## config.mk

```make
export PLATFORM = sky130hd
export DESIGN_NAME = voq_arrival_sink
export DESIGN_NICKNAME = d
export VERILOG_FILES = /design/src/rtl/pislip_pkg.sv /design/src/rtl/voq_counter.sv /design/src/rtl/voq_arrival_sink.sv
export SDC_FILE = /design/constraint.sdc
export NUM_CORES = 1
export LEC_CHECK = 0
export ABC_AREA = 1
export BUFFER_PORTS_ARGS = -buffer_cell sky130_fd_sc_hd__buf_2
export CAP_MARGIN = 30
export CELL_PAD_IN_SITES_DETAIL_PLACEMENT = 2
export CELL_PAD_IN_SITES_GLOBAL_PLACEMENT = 2
export CORE_MARGIN = 3
export CORE_UTILIZATION = 38
export DETAILED_ROUTE_END_ITERATION = 6
export HOLD_SLACK_MARGIN = 0.1
export PLACE_DENSITY_LB_ADDON = 0.05
export SETUP_SLACK_MARGIN = 0.02
export SLEW_MARGIN = 20
export SYNTH_ARGS = -nofsm -noshare
export SYNTH_HDL_FRONTEND = slang
export SYNTH_SLANG_ARGS = --single-unit
```

## constraint.sdc

```tcl
create_clock -name clk -period 3.4 [get_ports clk]
set_input_delay 0.34 -clock clk [delete_from_list [all_inputs] [get_ports clk]]
set_output_delay 0.34 -clock clk [all_outputs]
set_load 0.05 [all_outputs]
```

## src/rtl/pislip_pkg.sv

```systemverilog
// Shared p-iSLIP types and helpers: size defaults,
// one-hot checks, index/priority encoders, VOQ state.
package pislip_pkg;

    localparam int PORT_DEF     = 8;
    localparam int PRIORITY_DEF = 4;
    localparam int DEPTH_DEF    = 16;

    typedef enum logic [1:0] {
        EMPTY  = 2'd0,
        ACTIVE = 2'd1,
        FULL   = 2'd2
    } voq_state_e;

    function automatic logic onehot_valid(input logic [63:0] v);
        int unsigned n;
        n = 0;
        for (int i = 0; i < 64; i++) n += 32'(v[i]);
        return n == 1;
    endfunction

    function automatic logic [5:0] onehot_to_index(input logic [63:0] v);
        logic [5:0] idx;
        idx = '0;
        for (int i = 0; i < 64; i++) if (v[i]) idx = 6'(i);
        return idx;
    endfunction

    // Lowest set bit wins; result is one-hot or zero.
    function automatic logic [63:0] fixed_prio_enc(input logic [63:0] v);
        return v & (~v + 64'd1);
    endfunction

endpackage

```

## src/rtl/voq_counter.sv

```systemverilog
// Saturating occupancy counter for one VOQ with
// EMPTY/ACTIVE/FULL tracking; inc+dec together is a no-op.
module voq_counter
    import pislip_pkg::*;
#(
    parameter int DEPTH = DEPTH_DEF,
    parameter int CW    = $clog2(DEPTH + 1)
) (
    input  logic          clk,
    input  logic          rst_n,
    input  logic          inc_i,
    input  logic          dec_i,
    output logic [CW-1:0] count_o,
    output voq_state_e    state_o,
    output logic          full_o,
    output logic          empty_o
);

    logic [CW-1:0] count_q, count_d;
    voq_state_e    state_q, state_d;
    logic          up, dn;

    assign full_o  = (state_q == FULL);
    assign empty_o = (state_q == EMPTY);
    assign up      = inc_i & ~dec_i & ~full_o;
    assign dn      = dec_i & ~inc_i & ~empty_o;

    // Next count and state from the net movement this cycle.
    always_comb begin
        count_d = count_q;
        state_d = state_q;
        if (up) count_d = count_q + CW'(1);
        if (dn) count_d = count_q - CW'(1);
        unique case (state_q)
            EMPTY: begin
                if (up) state_d = (count_d == CW'(DEPTH)) ? FULL : ACTIVE;
            end
            ACTIVE: begin
                if (up && count_d == CW'(DEPTH)) state_d = FULL;
                if (dn && count_d == '0)          state_d = EMPTY;
            end
            FULL: begin
                if (dn) state_d = (count_d == '0) ? EMPTY : ACTIVE;
            end
            default: state_d = EMPTY;
        endcase
    end

    // Count and state registers.
    always_ff @(posedge clk or negedge rst_n) begin
        if (!rst_n) begin
            count_q <= '0;
            state_q <= EMPTY;
        end else begin
            count_q <= count_d;
            state_q <= state_d;
        end
    end

    assign count_o = count_q;
    assign state_o = state_q;

endmodule

```

## src/rtl/voq_arrival_sink.sv

```systemverilog
// Per-input VOQ arrival sink feeding p-iSLIP requests.
// Optional ARRIVAL_STATS_EN adds arrival/drop/grant counters.
module voq_arrival_sink
    import pislip_pkg::*;
#(
    parameter int ID       = 0,
    parameter int WIDTH    = 32,
    parameter int PORT     = PORT_DEF,
    parameter int PRIORITY = PRIORITY_DEF,
    parameter int DEPTH    = DEPTH_DEF
) (
    input  logic                     clk,
    input  logic                     rst_n,
    input  logic                     i_wr,
    input  logic [PORT-1:0]          i_wr_port,
    input  logic [PRIORITY-1:0]      i_wr_pri,
    input  logic [WIDTH-1:0]         i_time,
    input  logic                     i_gnt,
    input  logic [PORT-1:0]          i_gnt_port,
    input  logic [PRIORITY-1:0]      i_gnt_pri,
    output logic [PORT*PRIORITY-1:0] o_req,
    output logic [PORT*PRIORITY-1:0] o_req_pri,
    output logic [WIDTH-1:0]         o_last_time,
    output logic                     o_drop,
`ifdef ARRIVAL_STATS_EN
    output logic [31:0]              o_arr_cnt,
    output logic [31:0]              o_drop_cnt,
    output logic [31:0]              o_gnt_cnt,
`endif
    output logic                     o_err
);

    localparam int N  = PORT * PRIORITY;
    localparam int CW = $clog2(DEPTH + 1);

    if (ID < 0) begin : g_id_chk
        $error("voq_arrival_sink: negative ID");
    end

    logic                wr_q, gnt_q;
    logic [PORT-1:0]     wr_port_q, gnt_port_q;
    logic [PRIORITY-1:0] wr_pri_q, gnt_pri_q;
    logic [WIDTH-1:0]    time_q;
    logic                wr_ok, gnt_ok, mal;

    logic [N-1:0]  inc, dec, full, empty, nonempty;
    logic [CW-1:0] cnt [N];
    voq_state_e    st [N];

    logic hit_full, hit_empty, arr_acc;
    logic [N-1:0] req_d, req_pri_d;
    logic [N-1:0] req_q, req_pri_q;
    logic [WIDTH-1:0] last_time_q;
    logic drop_q, err_q;

    assign wr_ok  = i_wr
                  & onehot_valid(64'(i_wr_port))
                  & onehot_valid(64'(i_wr_pri));
    assign gnt_ok = i_gnt
                  & onehot_valid(64'(i_gnt_port))
                  & onehot_valid(64'(i_gnt_pri));
    assign mal    = (i_wr & ~wr_ok) | (i_gnt & ~gnt_ok);

    // Stage 1: capture well-formed strobes; malformed ones are squashed.
    always_ff @(posedge clk or negedge rst_n) begin
        if (!rst_n) begin
            wr_q       <= 1'b0;
            gnt_q      <= 1'b0;
            wr_port_q  <= '0;
            wr_pri_q   <= '0;
            gnt_port_q <= '0;
            gnt_pri_q  <= '0;
            time_q     <= '0;
        end else begin
            wr_q       <= wr_ok;
            gnt_q      <= gnt_ok;
            wr_port_q  <= i_wr_port;
            wr_pri_q   <= i_wr_pri;
            gnt_port_q <= i_gnt_port;
            gnt_pri_q  <= i_gnt_pri;
            time_q     <= i_time;
        end
    end

    for (genvar p = 0; p < PORT; p++) begin : g_port
        for (genvar q = 0; q < PRIORITY; q++) begin : g_pri
            localparam int I = p * PRIORITY + q;
            assign inc[I] = wr_q & wr_port_q[p] & wr_pri_q[q];
            assign dec[I] = gnt_q & gnt_port_q[p] & gnt_pri_q[q];
            voq_counter #(.DEPTH(DEPTH), .CW(CW)) u_cnt (
                .clk    (clk),
                .rst_n  (rst_n),
                .inc_i  (inc[I]),
                .dec_i  (dec[I]),
                .count_o(cnt[I]),
                .state_o(st[I]),
                .full_o (full[I]),
                .empty_o(empty[I])
            );
            assign req_d[I]    = (cnt[I] != '0);
            assign nonempty[I] = (st[I] != EMPTY);
        end
        assign req_pri_d[p*PRIORITY +: PRIORITY] =
            PRIORITY'(fixed_prio_enc(64'(nonempty[p*PRIORITY +: PRIORITY])));
    end

    assign hit_full  = |(inc & ~dec & full);
    assign hit_empty = |(dec & ~inc & empty);
    assign arr_acc   = wr_q & ~hit_full;

    // Stage 2 side effects and registered request outputs.
    always_ff @(posedge clk or negedge rst_n) begin
        if (!rst_n) begin
            req_q       <= '0;
            req_pri_q   <= '0;
            last_time_q <= '0;
            drop_q      <= 1'b0;
            err_q       <= 1'b0;
        end else begin
            req_q     <= req_d;
            req_pri_q <= req_pri_d;
            drop_q    <= hit_full;
            err_q     <= err_q | mal | hit_empty;
            if (arr_acc) last_time_q <= time_q;
        end
    end

`ifdef ARRIVAL_STATS_EN
    logic [31:0] arr_cnt_q, drop_cnt_q, gnt_cnt_q;

    // Free-running event statistics, wrapping at 2^32.
    always_ff @(posedge clk or negedge rst_n) begin
        if (!rst_n) begin
            arr_cnt_q  <= '0;
            drop_cnt_q <= '0;
            gnt_cnt_q  <= '0;
        end else begin
            if (arr_acc)            arr_cnt_q  <= arr_cnt_q + 32'd1;
            if (hit_full)           drop_cnt_q <= drop_cnt_q + 32'd1;
            if (gnt_q & ~hit_empty) gnt_cnt_q  <= gnt_cnt_q + 32'd1;
        end
    end

    assign o_arr_cnt  = arr_cnt_q;
    assign o_drop_cnt = drop_cnt_q;
    assign o_gnt_cnt  = gnt_cnt_q;
`endif

    assign o_req       = req_q;
    assign o_req_pri   = req_pri_q;
    assign o_last_time = last_time_q;
    assign o_drop      = drop_q;
    assign o_err       = err_q;

endmodule

```

==> flow_metrics.tcl <==
set metrics [dict create \
    clock_latency_ns 0.62 \
    root_buffer "clkbuf_16" \
    post-route-period-util_pct 96.6 \
    drive_above_1_share_pct 10.4 \
    startpoint "wr_q" \
    total_power_w 0.0275 \
    setup_viol 0 \
    gr-usage-all-layers_pct 30.3 \
    powerDensity_mw_per_mm2 959 \
    grt_max_degree 74 \
    ys_async_sr_fraction_pct 100 \
    port_buffers 157 \
    rr_endpoint "g_port[4].g_pri[1].u_cnt.state_o[0]" \
    cp_data_arrival_time_ns 3.73 \
    ant_nets 0 \
    dp.cells 4506 \
    ioPinCount 158 \
    synth_top_cell_by_area "dfrtp_1" \
    clkTransAtPathRegs_ns 0.07 \
    synthTopCellsByArea "dfrtp_1, nand2_1, nand3_1" \
    synth_edf_count 0 \
    worstPathRequired_ns 3.84 \
    hp-start "i_wr" \
    post_drt_via_cell_ratio 5.40 \
    rsz0062_at_grt "yes" \
    yosys.area.top_type_share_pct 39.0 \
    crit_fanout 13 \
    outcome "finished clean" \
    start_util_pct 38.5 \
    cts_buffer_depth 3 \
    fill_cells 7523 \
    first_pass_iters 6 \
    max_freq_mhz 304 \
    path_cells "buf_4, nand2_2, nor2_1, nand3_1, nand2_1, nand2_1, nand2_1, o21ai_0, nand3_1, nand2_1, nand2_1, inv_1, o21ai_0" \
    grt-ovfl-total 0 \
    reg2reg_depth 13 \
    slew_violations 0 \
    first_global_vias 28400 \
    rr_startpoint "wr_q" \
    cpMostUsedCell "nand2_1" \
    cpPeakStageDelay_ns 0.59 \
    rows 92 \
    p_leak_nw 15.8 \
    synth-seq-cells 380 \
    syn_inst 3486 \
    critPathSlowestCell "dfrtp_2" \
    areaGrowthSynthToFinish_pct 17.6 \
    slew_headroom_pct 41.9 \
    ir_drop_mv 0.507 \
    synth_fp_nets 3662 \
    cap_violations 0 \
    post_cts_buffers 0 \
    antenna_found_initial 5 \
    endpoint_kind "flop" \
    syn_area_sq_mm 0.0244 \
    worstHoldPathType "primary input to flop" \
    synth.avg_cell_area_sq_um 6.99 \
    hold_violations 0 \
    synth_ff_type "dfrtp_1" \
    die_w_microns 259 \
    cts_max_level 2 \
    clock_skew_ns 0.0441 \
    yosysWarnings 0 \
    hold_path_depth 4 \
    final_cell_count_no_fill 4653 \
    holdPathEnd "wr_q" \
    cts_tree "built" \
    worst_slew_pin_slew_ns 0.863 \
    die_area_sq_mm 0.0672 \
    wl_per_cell_microns 22.0 \
    yosysUniqueCellTypes 34 \
    drc 0 \
    clock_sinks 380 \
    grt_pass1_wl_microns 162000 \
    yosysSeqAreaShare_pct 39.0 \
    die-height_microns 259 \
    place_congestion 0.908 \
    crit_type "flop to flop" \
    dpl.hpwl_microns 72000 \
    nNetsFinal 3943 \
    routed_wl_microns 102000 \
    layout_min_cycle_time_ns 3.29 \
    core_sq_mm 0.0633 \
    worst_setup_path_start_kind "flop" \
    vias 25100 \
    drt_iter0_drc 1294 \
    rrSetupSlack_ns 0.11 \
    cts_buffers 48 \
]
## where the power goes
| group | switching, W | internal [W] |
|---|---|---|
| clock network | 0.00229 | 0.00313 |
| logic | 0.0103 | 0.00390 |
| registers | 0.00165 | 0.00625 |
## final cells by class
cell class	instances	area, sq um	area share, %
multi-input cells	2504	12600	43.8
diodes	2	5.00	0.0175
clock buffers	75	1520	5.28
repair buffers	254	1730	6.03
well taps	846	1060	3.69
flip-flops and latches	380	9510	33.2
clock inverters	13	110	0.384
inverters	579	2170	7.58
## kinds of logic (layout without fill, tap and decap cells)
family,after synthesis,in the layout,synth area share (%)
other,0,2,0
and+or+nand+nor,2141,2141,38.9
xor gates and xnor gates,63,63,2.26
AOI/OAI and AO/OA,184,184,4.08
adders and majority gates,116,116,6.26
buffers and inverters,602,921,9.50
DFF,380,380,39.0
## routing by layer
layer  GRT usage [%]  vias up  wire, microns
li1                -    11700              -
met5               0        -             13
met3            3.87      175           3090
met4            8.74        2           3130
met1            36.5    12800          42800
met2            56.4      423          53100
## worst max-delay path, delay by kind of cell (launching register included)
kind / cells / cell delay (ns)
flip-flops: 1 / 0.59
AO/OA/AOI/OAI: 2 / 0.73
AND/OR/NAND/NOR: 9 / 1.43
buffers and inverters: 2 / 0.35
## how the worst max path moves through the flow
stage	endpoint	slack [ns]	cells past startpoint
detailed placement	o_err	-0.42	16
finish	g_port[4].g_pri[1].u_cnt.state_o[0]	0.11	13
floorplan	o_err	0.09	14
global route	o_err	-0.003	15
global placement	o_err	-0.22	16
CTS	o_err	0.13	16
## stage by stage
stage / setup slack, ns / area, sq um / hold WS, ns / util [%] / setup TNS, ns
6_report: 0.115 / 28700 / 0.182 / 45.3 / 0
4_1_cts: 0.126 / 28600 / 0.149 / 45.2 / 0
5_1_grt: -0.00295 / 28700 / 0.176 / 45.3 / -0.00295
3_3_place_gp: -0.217 / 26400 / 0.376 / 41.8 / -0.217
2_1_floorplan: 0.0936 / 24400 / 0.0444 / - / 0
3_5_place_dp: -0.424 / 26400 / 0.379 / 41.8 / -0.541
## synthesized netlist by cell type, drive strengths merged (8+ instances only)
cell type  number
nand3         511
ha            106
fa             10
nor3           23
a21oi          22
inv           578
xor2           62
o21ai         129
dfrtp         380
nand2        1121
nor2          300
o22ai          19
buf            22
nand4         171
nand3b          8
## state kept, by name, summed over array words and instances, names as in the netlist
signal	count
o_req_pri	32
time_q	32
gnt_pri_q	4
wr_pri_q	4
gnt_q	1
gnt_port_q	8
g_port.g_pri.u_cnt.state_o	64
wr_q	1
o_err	1
o_req	32
o_last_time	32
wr_port_q	8
o_drop	1
g_port.g_pri.u_cnt.count_o	160
## cells in the final DEF (no fill, tap or decap), types with 75 or more instances in the layout
cell type and instances:
nand2_1 1111, inv_1 561, nand3_1 490, dfrtp_1 379
nor2_1 236, nand4_1 171, buf_2 156, ha_1 106
o21ai_0 75
## timing repair
action	in CTS	in global routing
resized for setup	0	7
endpoints found under the setup margin	0	4
hold endpoints to repair	116	0
hold buffers	57	0
(Power assumes the default switching activity.)
